$ cat src/rtl/wb_conbus_rr_sched_if.sv
// wb_conbus round-robin scheduler bus bundle.
// Requests and status in, grant and watchdog status out.
interface wb_conbus_rr_sched_if #(
  parameter int M_NUM = 8,
  parameter int GNT_W = 3
);
  logic [M_NUM-1:0] req;
  logic             stb_s;
  logic             term;
  logic [GNT_W-1:0] gnt;
  logic             gnt_vld;
  logic [M_NUM-1:0] gnt_oh;
  logic             to_err;
  logic [7:0]       to_cnt;

  modport slave (
    input  req,
    input  stb_s,
    input  term,
    output gnt,
    output gnt_vld,
    output gnt_oh,
    output to_err,
    output to_cnt
  );

  modport master (
    output req,
    output stb_s,
    output term,
    input  gnt,
    input  gnt_vld,
    input  gnt_oh,
    input  to_err,
    input  to_cnt
  );
endinterface

$ cat src/rtl/wb_conbus_rr_sched.sv
// wb_conbus round-robin bus-ownership scheduler.
// Grants hold for a whole cycle; a watchdog aborts stalled cycles.
module wb_conbus_rr_sched #(
  parameter int M_NUM   = 8,
  parameter int GNT_W   = 3,
  parameter int TO_W    = 8,
  parameter int TIMEOUT = 255
) (
  input logic clk,
  input logic rst,
  wb_conbus_rr_sched_if.slave bus
);

  typedef enum logic [1:0] {
    IDLE,
    OWN,
    ABORT
  } state_t;

  localparam int SW = GNT_W + 1;
  localparam logic [TO_W-1:0] WD_LAST =
    TO_W'((TIMEOUT == 0) ? 0 : TIMEOUT - 1);

  state_t           state, state_n;
  logic [GNT_W-1:0] gnt_q, gnt_n;
  logic [GNT_W-1:0] ptr, ptr_n;
  logic [TO_W-1:0]  wd, wd_n;
  logic             err_q, err_n;
  logic [7:0]       cnt_q, cnt_n;

  logic [GNT_W-1:0] win;
  logic             any;
  logic [SW-1:0]    idx;
  logic             own_req;
  logic             stall;
  logic             fire;
  logic             rearb;
  logic             take;
  logic             vld;
  logic [M_NUM-1:0] oh;

  // rotating priority search starting just after the last winner
  always_comb begin
    win = '0;
    any = 1'b0;
    idx = '0;
    for (int i = M_NUM; i >= 1; i--) begin
      idx = {1'b0, ptr} + SW'(i);
      if (idx >= SW'(M_NUM))
        idx = idx - SW'(M_NUM);
      if (bus.req[idx[GNT_W-1:0]]) begin
        win = idx[GNT_W-1:0];
        any = 1'b1;
      end
    end
  end

  assign own_req = bus.req[gnt_q];
  assign stall   = bus.stb_s & ~bus.term;
  assign fire    = (TIMEOUT != 0) && stall
                 && (wd == WD_LAST);

  // next state, grant hand-over and watchdog bookkeeping
  always_comb begin
    state_n = state;
    gnt_n   = gnt_q;
    ptr_n   = ptr;
    wd_n    = '0;
    err_n   = 1'b0;
    cnt_n   = cnt_q;
    rearb   = 1'b0;
    take    = 1'b0;
    unique case (state)
      IDLE: begin
        if (any) begin
          state_n = OWN;
          take    = 1'b1;
        end
      end
      OWN: begin
        if (fire) begin
          state_n = ABORT;
          err_n   = 1'b1;
          if (cnt_q != 8'hFF)
            cnt_n = cnt_q + 8'd1;
        end else if (!own_req) begin
          rearb = 1'b1;
        end else if (stall) begin
          wd_n = wd + TO_W'(1);
        end
      end
      ABORT: begin
        if (!own_req)
          rearb = 1'b1;
      end
      default: state_n = IDLE;
    endcase
    if (rearb) begin
      state_n = any ? OWN : IDLE;
      take    = any;
    end
    if (take) begin
      gnt_n = win;
      ptr_n = win;
    end
  end

  // state and counters, cleared immediately by reset
  always_ff @(posedge clk or negedge rst) begin
    if (!rst) begin
      state <= IDLE;
      gnt_q <= '0;
      ptr   <= GNT_W'(M_NUM - 1);
      wd    <= '0;
      err_q <= 1'b0;
      cnt_q <= '0;
    end else begin
      state <= state_n;
      gnt_q <= gnt_n;
      ptr   <= ptr_n;
      wd    <= wd_n;
      err_q <= err_n;
      cnt_q <= cnt_n;
    end
  end

  assign vld = (state != IDLE);

  // one-hot grant, zero while nobody owns the bus
  always_comb begin
    oh = '0;
    if (vld)
      oh[gnt_q] = 1'b1;
  end

  assign bus.gnt     = gnt_q;
  assign bus.gnt_vld = vld;
  assign bus.gnt_oh  = oh;
  assign bus.to_err  = err_q;
  assign bus.to_cnt  = cnt_q;

endmodule

$ cat src/flat_wrapper.sv
// flat-port wrapper written by rule: the top's interface ports become plain ports
module wb_conbus_rr_sched_flat 
#(
  parameter int M_NUM   = 8,
  parameter int GNT_W   = 3,
  parameter int TO_W    = 8,
  parameter int TIMEOUT = 255
)
  (clk, rst, bus_req, bus_stb_s, bus_term, bus_gnt, bus_gnt_vld, bus_gnt_oh, bus_to_err, bus_to_cnt);
  wb_conbus_rr_sched_if #(.M_NUM(M_NUM), .GNT_W(GNT_W)) bus_i ();
  input logic clk;
  input logic rst;
  input wire logic [$bits(bus_i.req)-1:0] bus_req;
  input wire logic [$bits(bus_i.stb_s)-1:0] bus_stb_s;
  input wire logic [$bits(bus_i.term)-1:0] bus_term;
  output wire logic [$bits(bus_i.gnt)-1:0] bus_gnt;
  output wire logic [$bits(bus_i.gnt_vld)-1:0] bus_gnt_vld;
  output wire logic [$bits(bus_i.gnt_oh)-1:0] bus_gnt_oh;
  output wire logic [$bits(bus_i.to_err)-1:0] bus_to_err;
  output wire logic [$bits(bus_i.to_cnt)-1:0] bus_to_cnt;
  assign bus_i.req = bus_req;
  assign bus_i.stb_s = bus_stb_s;
  assign bus_i.term = bus_term;
  assign bus_gnt = bus_i.gnt;
  assign bus_gnt_vld = bus_i.gnt_vld;
  assign bus_gnt_oh = bus_i.gnt_oh;
  assign bus_to_err = bus_i.to_err;
  assign bus_to_cnt = bus_i.to_cnt;
  wb_conbus_rr_sched #(.M_NUM(M_NUM), .GNT_W(GNT_W), .TO_W(TO_W), .TIMEOUT(TIMEOUT)) u_core (.clk(clk), .rst(rst), .bus(bus_i));
endmodule
$ cat config.mk
export PLATFORM = sky130hd
export DESIGN_NAME = wb_conbus_rr_sched_flat
export DESIGN_NICKNAME = d
export VERILOG_FILES = /design/src/rtl/wb_conbus_rr_sched_if.sv /design/src/rtl/wb_conbus_rr_sched.sv /design/src/flat_wrapper.sv
export SDC_FILE = /design/constraint.sdc
export NUM_CORES = 1
export LEC_CHECK = 0
export CAP_MARGIN = 20
export CORE_MARGIN = 2
export CORE_UTILIZATION = 50
export DETAILED_ROUTE_END_ITERATION = 8
export PLACE_DENSITY = 0.86
export SYNTH_ARGS = -nofsm -noshare
export SYNTH_HDL_FRONTEND = slang
export SYNTH_SLANG_ARGS = --single-unit
$ cat constraint.sdc
create_clock -name clk -period 3.77 [get_ports clk]
set_input_delay 0.754 -clock clk [delete_from_list [all_inputs] [get_ports clk]]
set_output_delay 0.754 -clock clk [all_outputs]
set_load 0.02 [all_outputs]
==> flow_metrics.tcl <==
set metrics [dict create \
    irDropWorstVdd_mv 0.489 \
    cp_top_family "multiplexers" \
    final_antenna_net_count 0 \
    dr.first_iter.drc_count 64 \
    grt_util_met1_pct 28.1 \
    power_mw 2.11 \
    drtPass1Iterations 4 \
    cts.htree.levels 1 \
    post_route_fraction_of_the_period_consumed_by_the_critical_path_pct 87.9 \
    synth_edf_count 0 \
    min_to "u_core.wd[0]" \
    max_freq_mhz 302 \
    finalSetupViolations 0 \
    critical_path_arrival_ps 3480 \
    path_clk_slew_ps 80 \
    holdBufCountCts 0 \
    initial_utilization_pct 50.9 \
    cell_leakage_power_nw 0.993 \
    synth_cell_types 47 \
    r2r_start "u_core.ptr[0]" \
    reg2reg_depth 8 \
    worst_slew_pin_slew_ps 477 \
    layout.cells.most_common "sky130_fd_sc_hd__clkdlybuf4s50_1" \
    worst_hold_startpoint "u_core.wd[0]" \
    critPathKind "flop to flop" \
    grt.met3_usage_pct 1.50 \
    synthesis.area_um2 2010 \
    post_detailed_routing_wire_length_um 4570 \
    clockRootBuffer "sky130_fd_sc_hd__clkbuf_8" \
    timing.slew.headroom_pct 67.9 \
    timing.max_cap.violations 0 \
    synth_fp_nets 228 \
    design.die.area_um2 4540 \
    final-max-slew-violation-count 0 \
    final.min_clock_period_ps 3310 \
    rows 23 \
    drc_errors 0 \
    crit_path_max_incr_delay_ps 790 \
    rsz_0062_raised_after_global_routing "no" \
    synthesis.area_per_instance_um2 9.75 \
    global_route_congestion_overflow_total 0 \
    synth_seq_area_share_pct 31.3 \
    dp.final_hpwl_um 3530 \
    core_area_um2 3940 \
    finish.net_count 258 \
    final_gp_congestion 0.943 \
    post-route-cell-area_um2 2420 \
    avgRoutedWirePerCell_um 16.0 \
    timing.critical_path.from "u_core.ptr[0]" \
    setup_tns_ps 0 \
    crit_path_top_delay_cell "sky130_fd_sc_hd__dfstp_2" \
    timing.critical_path.required_ps 3930 \
    synthArstFlopShare_pct 100 \
    worst-path-buf-inv 1 \
    clockBufferDepth 2 \
    post_route_cells_drive_above_1_share_pct 12.8 \
    synth-seq-cells 25 \
    cp-end-kind "flop" \
    flow.area_growth_from_synthesis_pct 20.5 \
    run_status "finished clean" \
    global_route.usage.met2_pct 39.2 \
    number_of_cells_on_the_worst_hold_path 1 \
    yosys_warnings 0 \
    wire_length_of_the_first_global_routing_pass_um 7660 \
    synthFlopType "sky130_fd_sc_hd__dfrtp_1" \
    end_of_the_worst_register_to_register_path "u_core.bus.gnt[1]" \
    number_of_diodes_added_for_antenna_fixing 0 \
    place_area_um2 2350 \
    cts_setup_buffers 0 \
    antenna_found_initial 0 \
    crit_path_max_fanout 15 \
    post_cts_resize_count 0 \
    power-per-cell-area_nw_per_um2 872 \
    grt_busiest_layer "met2" \
    commonest_non_fill_non_tap_cells_in_the_layout "32 x sky130_fd_sc_hd__clkdlybuf4s50_1, 22 x sky130_fd_sc_hd__dfrtp_1, 21 x sky130_fd_sc_hd__nor2_1" \
    critical_path.cell_chain "inv_1 -> ha_1 -> mux4_2 -> mux2i_1 -> and3_1 -> o22ai_1 -> a311o_1 -> o21a_1" \
    dieHeight_um 67.4 \
    cts_num_sinks 25 \
    final.setup_skew_ps 2.60 \
    vias_in_the_first_global_route 1629 \
    worst_hold_path_type "flop to flop" \
    tritoncts.num_buffers 3 \
    reg2reg_slack_ps 460 \
    later_pin_clock_latency_in_the_skew_report_ps 270 \
    die_width_um 67.4 \
    report.final.hold_viol_count 0 \
    tritoncts "built" \
    whs_ps 497 \
    syn-instance-count 206 \
    routed-via-count 1711 \
    finalCoreUtilization_pct 61.4 \
    worst_setup_path_start_kind "flop" \
    numPortBuffers 32 \
    globalRouteTotalUtil_pct 22.1 \
    pin_count_of_the_biggest_net_entering_global_routing 26 \
    floorplan.io_pins 33 \
    via_per_inst 6.00 \
]
## per-stage QoR
stage          worst slack (ps)  cells
2_1_floorplan               850    206
3_3_place_gp                564    280
3_5_place_dp                505    280
4_1_cts                     480    284
5_1_grt                     306    285
6_report                    455    285
## routing by layer
metal  up-vias  part of all wire [%]  wire, um
li1        810                     -         -
met1       838                    43      1960
met2        53                    51      2350
met3        10                   3.5       161
met4         0                   2.2        99
met5         -                     0         0
## final cells by class
| type | instances | area [um2] |
|---|---|---|
| fill | 340 | 1520 |
| timing repair buffer | 34 | 355 |
| multi-input combinational | 163 | 1290 |
| clock buffer | 3 | 41.3 |
| inverter | 9 | 33.8 |
| sequential | 25 | 629 |
| tap | 50 | 62.6 |
| clock inverter | 1 | 5.00 |
## power breakdown
| part | internal, mW | switching [mW] |
|---|---|---|
| combinational | 0.704 | 0.770 |
| clock | 0.0739 | 0.0828 |
| sequential | 0.337 | 0.142 |
## registers in the layout, indices dropped and copies added (netlist names)
signal / flops
u_core.wd: 8
u_core.bus.to_cnt: 8
u_core.state: 2
u_core.bus.to_err: 1
u_core.ptr: 3
u_core.bus.gnt: 3
## Yosys cell counts, drive strengths merged, types with 2 or more instances
library cell,instances,share of area (%)
nand2b,6,1.9
mux4,10,11
nor2,21,3.9
o211ai,3,1.1
dfstp,3,3.9
a21oi,5,1.2
o31a,2,0.87
inv,9,1.7
and2,4,1.4
clkbuf,4,0.75
o21a,2,0.75
nor3,4,1.0
nor4,2,0.62
nand3,9,2.2
ha,10,6.2
and3,4,1.2
mux2i,7,3.5
a22o,2,0.87
xor2,6,2.6
nand4,2,0.62
xnor2,12,5.2
o21ai,7,1.7
dfrtp,22,27
buf,5,1.9
nand2,15,2.8
mux2,7,3.9
a211oi,5,1.9
## worst max path at each step
stage | depth (start not counted) | to
final | 8 | u_core.bus.gnt[1]
after global routing | 8 | u_core.bus.gnt[1]
after CTS | 8 | u_core.bus.gnt[1]
after detailed placement | 8 | u_core.bus.gnt[1]
after global placement | 9 | u_core.bus.gnt[2]
after floorplan | 10 | u_core.bus.gnt[1]
## cells by family (layout without fill, tap and decap cells)
logic type               after synthesis  after routing  share of synthesized area [%]
flip-flops                            25             25                           31.3
AND/OR/NAND/NOR                       73             73                           18.4
XOR/XNOR                              18             18                           7.85
multiplexers                          24             24                           18.6
adder cells (fa/ha/maj)               10             10                           6.23
buffers and inverters                 18             47                           4.30
AO/OA/AOI/OAI                         38             38                           13.3
Note: power is estimated with default switching activity, not from simulation.
